File: src/rtl/ssp_pkg.sv
// Shared types and constants for the SSP processor-interface arbiter.
package ssp_pkg;

   typedef enum logic [1:0] {
      StIdle   = 2'd0,
      StStall  = 2'd1,
      StAccess = 2'd2,
      StResp   = 2'd3
   } ssp_state_e;

   localparam int unsigned StallLimitDefault = 64;

   // Stall counter is at least 8 bits wide and always wide enough to hold the limit.
   function automatic int unsigned stall_cnt_width(input int unsigned limit);
      int unsigned w;
      w = $clog2(limit + 1);
      return (w < 8) ? 8 : w;
   endfunction

endpackage

File: src/rtl/ssp_arb_pick.sv
// Combinational winner selection: round-robin between two requesters, with an
// RX-full override that favours a lone reader so the RX FIFO drains.
module ssp_arb_pick (
   input  logic [1:0] valid_i,
   input  logic [1:0] write_i,
   input  logic       rx_full_i,
   input  logic       last_i,
   output logic       win_o,
   output logic       any_o
);

   logic one_reader;

   always_comb begin
      one_reader = write_i[0] ^ write_i[1];
      any_o      = |valid_i;
      if (valid_i == 2'b11) begin
         // With exactly one reader, index of the reader equals write_i[0].
         if (rx_full_i && one_reader) begin
            win_o = write_i[0];
         end else begin
            win_o = ~last_i;
         end
      end else begin
         win_o = valid_i[1];
      end
   end

endmodule

File: src/rtl/ssp_arbiter.sv
// Two-requester arbiter in front of an SSP processor interface.
// Optional TX-stall watchdog enabled by defining SSP_ARB_WDT_EN.
module ssp_arbiter
   import ssp_pkg::*;
#(
   parameter int unsigned STALL_LIMIT = StallLimitDefault
) (
   input  logic       PCLK,
   input  logic       CLEAR_B,
   input  logic       REQ0_VALID,
   input  logic       REQ0_WRITE,
   input  logic [7:0] REQ0_WDATA,
   output logic       REQ0_READY,
   output logic [7:0] REQ0_RDATA,
   output logic       REQ0_ERR,
   input  logic       REQ1_VALID,
   input  logic       REQ1_WRITE,
   input  logic [7:0] REQ1_WDATA,
   output logic       REQ1_READY,
   output logic [7:0] REQ1_RDATA,
   output logic       REQ1_ERR,
   output logic       PSEL,
   output logic       PWRITE,
   output logic [7:0] PWDATA,
   input  logic [7:0] PRDATA,
   input  logic       SSPTXINTR,
   input  logic       SSPRXINTR
);

   ssp_state_e state_q, state_d;
   logic       win_q, win_d;
   logic       last_q, last_d;
   logic       psel_q, psel_d;
   logic       pwrite_q, pwrite_d;
   logic [7:0] pwdata_q, pwdata_d;
   logic [1:0] ready_q, ready_d;
   logic [7:0] rdata_q, rdata_d;

   logic [1:0] valid;
   logic [1:0] write;
   logic       pick_win;
   logic       pick_any;
   logic [7:0] wdata_pick;
   logic [7:0] wdata_held;

   assign valid = {REQ1_VALID, REQ0_VALID};
   assign write = {REQ1_WRITE, REQ0_WRITE};

   ssp_arb_pick u_pick (
      .valid_i   (valid),
      .write_i   (write),
      .rx_full_i (SSPRXINTR),
      .last_i    (last_q),
      .win_o     (pick_win),
      .any_o     (pick_any)
   );

`ifdef SSP_ARB_WDT_EN
   localparam int unsigned CntW = stall_cnt_width(STALL_LIMIT);
   logic [CntW-1:0] cnt_q, cnt_d, cnt_inc;
   logic [1:0]      err_q, err_d;
   assign cnt_inc = cnt_q + CntW'(1);
`else
   logic unused_stall_limit;
   assign unused_stall_limit = ^STALL_LIMIT;
`endif

   always_comb begin
      state_d    = state_q;
      win_d      = win_q;
      last_d     = last_q;
      psel_d     = 1'b0;
      pwrite_d   = pwrite_q;
      pwdata_d   = pwdata_q;
      ready_d    = 2'b00;
      rdata_d    = rdata_q;
      wdata_pick = pick_win ? REQ1_WDATA : REQ0_WDATA;
      wdata_held = win_q ? REQ1_WDATA : REQ0_WDATA;
`ifdef SSP_ARB_WDT_EN
      cnt_d      = cnt_q;
      err_d      = 2'b00;
`endif
      unique case (state_q)
         StIdle: begin
`ifdef SSP_ARB_WDT_EN
            cnt_d = '0;
`endif
            if (pick_any) begin
               win_d  = pick_win;
               last_d = pick_win;
               if (write[pick_win] && SSPTXINTR) begin
                  state_d = StStall;
               end else begin
                  state_d  = StAccess;
                  psel_d   = 1'b1;
                  pwrite_d = write[pick_win];
                  pwdata_d = wdata_pick;
               end
            end
         end
         StStall: begin
            if (!SSPTXINTR) begin
               state_d  = StAccess;
               psel_d   = 1'b1;
               pwrite_d = write[win_q];
               pwdata_d = wdata_held;
`ifdef SSP_ARB_WDT_EN
            end else if (cnt_inc >= CntW'(STALL_LIMIT)) begin
               // Give up on the write: complete it with an error and no PSEL.
               state_d        = StResp;
               ready_d[win_q] = 1'b1;
               err_d[win_q]   = 1'b1;
            end else begin
               cnt_d = cnt_inc;
`endif
            end
         end
         StAccess: begin
            state_d        = StResp;
            ready_d[win_q] = 1'b1;
            if (!pwrite_q) begin
               rdata_d = PRDATA;
            end
         end
         StResp: begin
            state_d = StIdle;
         end
         default: begin
            state_d = StIdle;
         end
      endcase
   end

   always_ff @(posedge PCLK or negedge CLEAR_B) begin
      if (!CLEAR_B) begin
         state_q  <= StIdle;
         win_q    <= 1'b0;
         last_q   <= 1'b1;
         psel_q   <= 1'b0;
         pwrite_q <= 1'b0;
         pwdata_q <= 8'h00;
         ready_q  <= 2'b00;
         rdata_q  <= 8'h00;
`ifdef SSP_ARB_WDT_EN
         cnt_q    <= '0;
         err_q    <= 2'b00;
`endif
      end else begin
         state_q  <= state_d;
         win_q    <= win_d;
         last_q   <= last_d;
         psel_q   <= psel_d;
         pwrite_q <= pwrite_d;
         pwdata_q <= pwdata_d;
         ready_q  <= ready_d;
         rdata_q  <= rdata_d;
`ifdef SSP_ARB_WDT_EN
         cnt_q    <= cnt_d;
         err_q    <= err_d;
`endif
      end
   end

   assign PSEL       = psel_q;
   assign PWRITE     = pwrite_q;
   assign PWDATA     = pwdata_q;
   assign REQ0_READY = ready_q[0];
   assign REQ1_READY = ready_q[1];
   assign REQ0_RDATA = rdata_q;
   assign REQ1_RDATA = rdata_q;
`ifdef SSP_ARB_WDT_EN
   assign REQ0_ERR   = err_q[0];
   assign REQ1_ERR   = err_q[1];
`else
   assign REQ0_ERR   = 1'b0;
   assign REQ1_ERR   = 1'b0;
`endif

endmodule

File: config.mk
export PLATFORM = sky130hd
export DESIGN_NAME = ssp_arbiter
export DESIGN_NICKNAME = d
export VERILOG_FILES = /design/src/rtl/ssp_pkg.sv /design/src/rtl/ssp_arb_pick.sv /design/src/rtl/ssp_arbiter.sv
export SDC_FILE = /design/constraint.sdc
export NUM_CORES = 1
export LEC_CHECK = 0
export CAP_MARGIN = 20
export CORE_MARGIN = 10
export CORE_UTILIZATION = 36
export DETAILED_ROUTE_END_ITERATION = 10
export PLACE_DENSITY = 0.78
export SLEW_MARGIN = 20
export SYNTH_ARGS = -nofsm -noshare
export SYNTH_HDL_FRONTEND = slang
export SYNTH_SLANG_ARGS = --single-unit
File: constraint.sdc
create_clock -name PCLK -period 2.05 [get_ports PCLK]
set_input_delay 0.3075 -clock PCLK [delete_from_list [all_inputs] [get_ports PCLK]]
set_output_delay 0.3075 -clock PCLK [all_outputs]
set_load 0.02 [all_outputs]
### Word-level counts from Yosys, hierarchy flattened

Index checks and enable logic that the tools add are counted.

* register bits after elaboration: 24
* input port bits: 32
* logic and storage cells: 58

* order comparisons: 3
* equality and inequality tests: 7
* mux-type cells: 27
* bitwise logic cells: 3
* reductions and logical operators: 10

Operators by type and width (count)
* $mux W8: 5
* $pmux W8 S2: 1
* $mux W1: 13
* $mux W2: 4
* $pmux W2 S4: 1
* $eq A2 B2 Y1 const B: 3
* $ne A2 B2 Y1 const B: 3
* $reduce_and A2 Y1: 3
* $lt A1 B2 Y1 const B: 2
* $pmux W1 S2: 2
* $reduce_and A4 Y1: 1
* $logic_and A1 B1 Y1: 3
* $eq A2 B1 Y1 const B: 1
* $logic_not A2 Y1: 1
* $not A1 Y1: 2
* $reduce_bool A2 Y1: 1
* $reduce_or A2 Y1: 1
* $demux W1 S1: 1
* $ge A1 B1 Y1 const B: 1
* $xor A1 B1 Y1: 1

### Longest topological paths before layout

Gate-level depths: netlist (run 1).

* word-level depth: 10
* gate-level depth with buffers: 8
* gate-level depth less buffers: 7

### Modules after synthesis

A second synthesis (run 1) with hierarchy kept.

* cells, all modules: 97
* area, all modules: 1258.7 µm²

Modules (own cells, without submodules)
* ssp_arbiter: instances 1, cells an instance 91, area each 1223.7 µm², seq. area each 601.8 µm²
* ssp_arb_pick: instances 1, cells an instance 6, area each 35.0 µm², seq. area each 0.0 µm²

### Least setup slack after synthesis (run 1)

OpenSTA, ideal clock, no wires.

* kind: flip-flop to flip-flop
* start point: register state_q[0]
* end point: register pwdata_q[0] (netlist: PWDATA[0])
* setup time: 0.125 ns
* data arrival time: 1.881 ns
* required time: 1.925 ns
* setup slack: 0.044 ns
* cell stages (with the launch flop): 8
* buffers on the path: 1
* period minus slack after synthesis: 2.006 ns
* cells stage by stage: dfrtp_1 > ha_1 > or2b_1 > a221oi_1 > a211o_1 > buf_6 > mux2_4 > mux2_2

* longest elaborated chain between the ends: 3

RTL lines
* from (decl): RTL line ssp_arbiter.sv:30 `ssp_state_e state_q, state_d;`
* from (signal assigned): RTL line ssp_arbiter.sv:136 `state_q <= StIdle;`
* from (signal assigned): RTL line ssp_arbiter.sv:149 `state_q <= state_d;`
* $eq A2 B1 Y1 or $logic_not A2 Y1 (tied branches): RTL line ssp_arbiter.sv:83 `unique case (state_q)`
* $ne A2 B2 Y1 (no source line) or $reduce_bool A2 Y1 (tied branches)
* $reduce_and A4 Y1 (no source line)
* to (signal assigned): RTL line ssp_arbiter.sv:154 `pwdata_q <= pwdata_d;`
* to (decl): RTL line ssp_arbiter.sv:35 `logic [7:0] pwdata_q, pwdata_d;`

Several ways; a longest one is shown, not always the timed one.
A chain may end at the register's enable or synchronous reset.

### Final worst setup path (run 1)

Same ends and word-level chain as after synthesis.

==> impl_metrics.json, run 1 <==
{
  "status": "completed",
  "drc": 0,
  "cp-start-kind": "flip-flop",
  "slowest_stage": "dfrtp_1",
  "cts_tree": "done",
  "r2r_cells": 7,
  "drt-total-wl_mm": 3.44,
  "finalHoldViolations": 0,
  "cap_viol_max_count": 0,
  "htree_levels": 1,
  "vias": 1016,
  "via_per_inst": 4.68,
  "synthCells": 109,
  "grt_util_all_layers": 0.101,
  "cts_buffers": 3,
  "areaGrowthSynthToFinish_pct": 56.9,
  "dominantRegCellSynth": "dfrtp_1",
  "clk_latency_ps": 320,
  "start_util": 0.381,
  "async_reset_ff_frac": 1.00,
  "fin_crit_sh": 0.982,
  "grtUsageMet1": 0.106,
  "synth_area_leader_cell": "dfrtp_1",
  "register_area_um2": 602,
  "ys_ff_latch": 24,
  "fillers": 271,
  "die_area_um2": 6420,
  "drive_gt1_frac": 0.257,
  "crit_chain": "ha_4, or2b_1, a221oi_2, a211o_1, buf_12, mux2_4, mux2_2",
  "routedWlPerCell_um": 15.8,
  "fmax_ghz": 0.497,
  "avgSynthCellArea_um2": 11.9,
  "core_area_um2": 3420,
  "rsz0062_at_grt": "true",
  "ctsRootBufferMaster": "clkbuf_4",
  "finClkSkew_ps": 3.76,
  "hp-class": "input port to asynchronous set/reset pin",
  "ys.warnings.count": 0,
  "grt_use_met3": 0.0256,
  "post-synth-top-count-cell": "dfrtp_1",
  "utilization": 0.598,
  "cp.required_ps": 2270,
  "synth_edf_count": 0,
  "num_rows": 21,
  "first_global_vias": 1039,
  "endpoint_kind": "flip-flop",
  "p_leak_nw": 0.887,
  "synth.area.top_cells": "dfrtp_1 (44%), mux2_2 (14%), mux2_4 (9.2%)",
  "grt_util_met2": 0.187,
  "cts_sinks": 24,
  "die_h_um": 80.1,
  "pin_count": 62,
  "io_buffers": 59,
  "drtIter0Drc": 54,
  "synthTopCellsByCount": "dfrtp_1 (23), mux2_2 (16), buf_4 (10), mux2_4 (8)",
  "max_stage_delay_ps": 450,
  "peakVddDrop_mv": 0.470,
  "ys_types": 31,
  "grt.overflow.total": 0,
  "cp.arrival_ps": 2230,
  "ant_nets": 0,
  "synth_top_area_frac": 0.442,
  "gp_congestion": 0.792,
  "p_per_area_nw_per_um2": 1590,
  "cts_hold_buf": 0,
  "die_w_um": 80.1,
  "cts_max_path_buffers": 2,
  "dp_hpwl_mm": 2.85,
  "diodes": 0,
  "setup_viol": 0,
  "num-nets-final": 207,
  "path_clk_slew_ps": 140,
  "grt.busiest_layer": "met2",
  "period_minus_slack_ps": 2010,
  "syn-cell-area_um2": 1300,
  "finalMaxSlewViolations": 0,
  "multi_input_area_um2": 617,
  "holdWs_ps": 327,
  "grt_pass1_wl_mm": 5.12,
  "grt_max_degree": 25,
  "first_pass_iters": 4,
  "ys_seq_area_frac": 0.462,
  "path_class": "flip-flop to flip-flop",
  "cp_max_fo": 8,
  "antenna_found_initial": 0
}
## routing by layer
metal  part of all wire  up-vias
li1                   -      492
met1               0.37      474
met2               0.52       48
met3              0.093        2
met4              0.011        0
met5                  0        -
## power breakdown
part | internal [mW] | switching (mW)
Sequential | 0.725 | 0.159
Combinational | 1.12 | 0.883
Clock | 0.198 | 0.155
## timing repair
item                       CTS  global route
resized for setup            1             4
setup endpoints to repair    8             8
buffers inserted             0             0
pin swaps                    1             1
## cell type report
cell class	count	area share
clock buffers	3	0.0110
clock inverters	1	0.0147
inverters	4	0.00735
multi-input cells	69	0.302
flip-flops and latches	24	0.295
well taps	46	0.0282
repair buffers	70	0.342
## stage by stage
step                      cells  setup WS, ps  TNS [ps]  power [mW]  instance area, um2
final                       217          36.8         0        3.24                2040
after global routing        217         -36.4      -212        3.43                2040
after CTS                   217          24.3         0        3.24                2030
after detailed placement    213          -188     -1430        2.89                1970
after global placement      213          -190     -1500        2.82                1970
after floorplan             110          44.0         0        2.06                1310
## critical path, delay by kind of cell (launching register included)
kind            cells  cell delay, ps
compound gates      2             360
simple gates        1             230
mux                 2             550
flops               1             450
buf+inv             1             140
fa+ha+maj           1             180
## sequential cells by signal, summed over array words and instances (netlist names)
signal / count
PWDATA: 8
REQ0_RDATA: 8
ready_q: 2
state_q: 2
PSEL: 1
PWRITE: 1
last_q: 1
win_q: 1
## cell families (layout without fill, tap and decap cells)
kind of cell,Yosys count,after routing,share of synthesized area
AOI/OAI and AO/OA,18,18,0.0942
adders and majority gates,3,3,0.0288
buffers and inverters,17,78,0.0837
DFF,24,24,0.463
muxes,25,25,0.238
other,1,2,0.00288
and+or+nand+nor,21,21,0.0894
## path summary, 6_finish.rpt
| kind | to | slack (ps) | startpoint |
|---|---|---|---|
| max in group asynchronous | last_q$_DFFE_PN1P_ | 1430 | CLEAR_B |
| setup / recovery | PWDATA[0]$_DFFE_PN0P_ | 40 | state_q[0]$_DFFE_PN0P_ |
| min in group PCLK | PWDATA[1]$_DFFE_PN0P_ | 520 | PWDATA[1]$_DFFE_PN0P_ |
| hold / removal | REQ0_RDATA[3]$_DFFE_PN0P_ | 330 | CLEAR_B |
| hold reg to reg | PWDATA[1]$_DFFE_PN0P_ | 520 | PWDATA[1]$_DFFE_PN0P_ |
| setup reg to reg | PWDATA[0]$_DFFE_PN0P_ | 40 | state_q[0]$_DFFE_PN0P_ |
## placed cells by master (no fill, tap or decap), types with 2 or more instances in the layout
cell type,count
nand2_1,5
mux2_2,15
nor2b_1,3
and2_1,2
nand2b_1,2
buf_12,2
mux2_4,9
a32o_1,2
buf_4,9
a21o_1,2
a21oi_1,3
clkbuf_4,3
dfrtp_1,23
clkdlybuf4s50_1,59
ha_1,2
o21ai_0,5
inv_1,3
or2b_1,2
conb_1,2
nor2_1,3
(Power assumes the default switching activity.)
==> run 2, diff against run 1 <==
--- a/config.mk
+++ b/config.mk
@@ -9,7 +9,8 @@
 export CORE_MARGIN = 10
 export CORE_UTILIZATION = 36
 export DETAILED_ROUTE_END_ITERATION = 10
-export PLACE_DENSITY = 0.78
+export PLACE_DENSITY = 0.83
+export REMOVE_ABC_BUFFERS = 1
 export SLEW_MARGIN = 20
 export SYNTH_ARGS = -nofsm -noshare
 export SYNTH_HDL_FRONTEND = slang
==> impl_metrics.json, run 2 (synthesis gave the netlist of run 1 again) <==
{
  "status": "completed",
  "max_stage_delay_ps": 400,
  "grt.overflow.total": 0,
  "drive_gt1_frac": 0.276,
  "pin_count": 62,
  "io_buffers": 59,
  "cts_tree": "done",
  "grt_max_degree": 25,
  "cap_viol_max_count": 0,
  "endpoint_kind": "flip-flop",
  "cts_sinks": 24,
  "finClkSkew_ps": 2.82,
  "slowest_stage": "dfrtp_1",
  "fin_total_pwr_mw": 3.28,
  "diodes": 0,
  "antenna_found_initial": 0,
  "drc": 0,
  "critPathBufInv": 2,
  "finalHoldViolations": 0,
  "register_area_um2": 602,
  "cp_max_fo": 8,
  "fillers": 258,
  "crit_chain": "inv_2, ha_4, or2b_1, a221oi_2, a211o_1, buf_12, mux2_4, mux2_4",
  "multi_input_area_um2": 619,
  "num-nets-final": 210,
  "placed_cell_area_um2": 1960,
  "clk_latency_ps": 320,
  "die_h_um": 80.1,
  "htree_levels": 1,
  "ant_nets": 0,
  "areaGrowthSynthToFinish_pct": 57.9,
  "path_clk_slew_ps": 130,
  "routedWlPerCell_um": 15.5,
  "cp.required_ps": 2270,
  "first_global_vias": 1091,
  "fin_crit_sh": 0.995,
  "fmax_ghz": 0.490,
  "cts_hold_buf": 0,
  "core_area_um2": 3420,
  "path_class": "flip-flop to flip-flop",
  "setup_viol": 0,
  "period_minus_slack_ps": 2040,
  "cts_buffers": 3,
  "drtIter0Drc": 30,
  "finalMaxSlewViolations": 0,
  "ctsRootBufferMaster": "clkbuf_4",
  "drt-total-wl_mm": 3.41,
  "fin_area_um2": 2050,
  "cp.arrival_ps": 2260,
  "gp_congestion": 0.830,
  "hp-class": "input port to asynchronous set/reset pin",
  "final_common_cell": "clkdlybuf4s50_1",
  "cts_max_path_buffers": 2,
  "grt_util_all_layers": 0.104,
  "grt_pass1_wl_mm": 5.34,
  "die_area_um2": 6420,
  "via_per_inst": 4.87,
  "cp-start-kind": "flip-flop",
  "p_per_area_nw_per_um2": 1590,
  "layout_common_cells": "clkdlybuf4s50_1 (59), dfrtp_1 (23), mux2_2 (15)",
  "critPathTopFamily": "multiplexers",
  "die_w_um": 80.1,
  "p_leak_nw": 0.894,
  "first_pass_iters": 4,
  "reg2reg_slack_ps": 10,
  "crit_top_cell": "mux2_4",
  "start_util": 0.381,
  "vias": 1071,
  "num_rows": 21,
  "rsz0062_at_grt": "true",
  "dp_hpwl_mm": 2.81,
  "peakVddDrop_mv": 0.514
}
## run 2: final cells by class
| cell class | count | share of cell area |
|---|---|---|
| clock buffers | 3 | 0.0110 |
| clock inverters | 1 | 0.0146 |
| inverters | 4 | 0.00731 |
| multi-input cells | 69 | 0.301 |
| flip-flops and latches | 24 | 0.293 |
| well taps | 46 | 0.0280 |
| repair buffers | 73 | 0.345 |
## run 2: report_power, final
part | switching, mW | total (mW) | internal, mW | leakage [nW]
clock | 0.142 | 0.340 | 0.198 | 0.0279
sequential | 0.161 | 0.887 | 0.726 | 0.285
combinational | 0.914 | 2.05 | 1.14 | 0.581
total | 1.22 | 3.28 | 2.06 | 0.894
## run 2: worst reg2reg max path: stages (launching register included)
cell and delay (ps):
dfrtp_1 400, inv_2 70, ha_4 160, or2b_1 220, a221oi_2 180, a211o_1 190, buf_12 150, mux2_4 300
mux2_4 280
## run 2: what timing repair did
item	4_1_cts	5_1_grt
setup buffers	1	1
pin swaps	1	1
gates resized for setup	1	5
setup endpoints to repair	8	8
## run 2: final timing paths
check / from / to / cells past startpoint
max in group asynchronous: CLEAR_B / last_q$_DFFE_PN1P_ / 2
min reg2reg: PWDATA[6]$_DFFE_PN0P_ / PWDATA[6]$_DFFE_PN0P_ / 1
min: CLEAR_B / REQ0_RDATA[3]$_DFFE_PN0P_ / 2
max: state_q[1]$_DFFE_PN0P_ / PWDATA[0]$_DFFE_PN0P_ / 8
max reg2reg: state_q[1]$_DFFE_PN0P_ / PWDATA[0]$_DFFE_PN0P_ / 8
min in group PCLK: PWDATA[6]$_DFFE_PN0P_ / PWDATA[6]$_DFFE_PN0P_ / 1
## run 2: metal layers
layer | part of all wire | track usage | routed length [um] | up-vias
li1 | - | - | - | 499
met1 | 0.36 | 0.106 | 1220 | 523
met2 | 0.54 | 0.196 | 1830 | 45
met3 | 0.098 | 0.0356 | 334 | 4
met4 | 0.0056 | 0.0264 | 19 | 0
met5 | 0 | 0 | 0 | -
## run 2: per-stage QoR
stage	hold WS [ps]	setup WS [ps]	util	setup TNS, ps	cells
global placement	489	-178	0.574	-1380	214
detailed placement	492	-230	0.574	-1680	214
CTS	325	9.98	0.594	0	219
finish	325	9.74	0.601	0	220
global route	325	-41.1	0.601	-202	220
floorplan	11.9	-72.9	-	-583	97
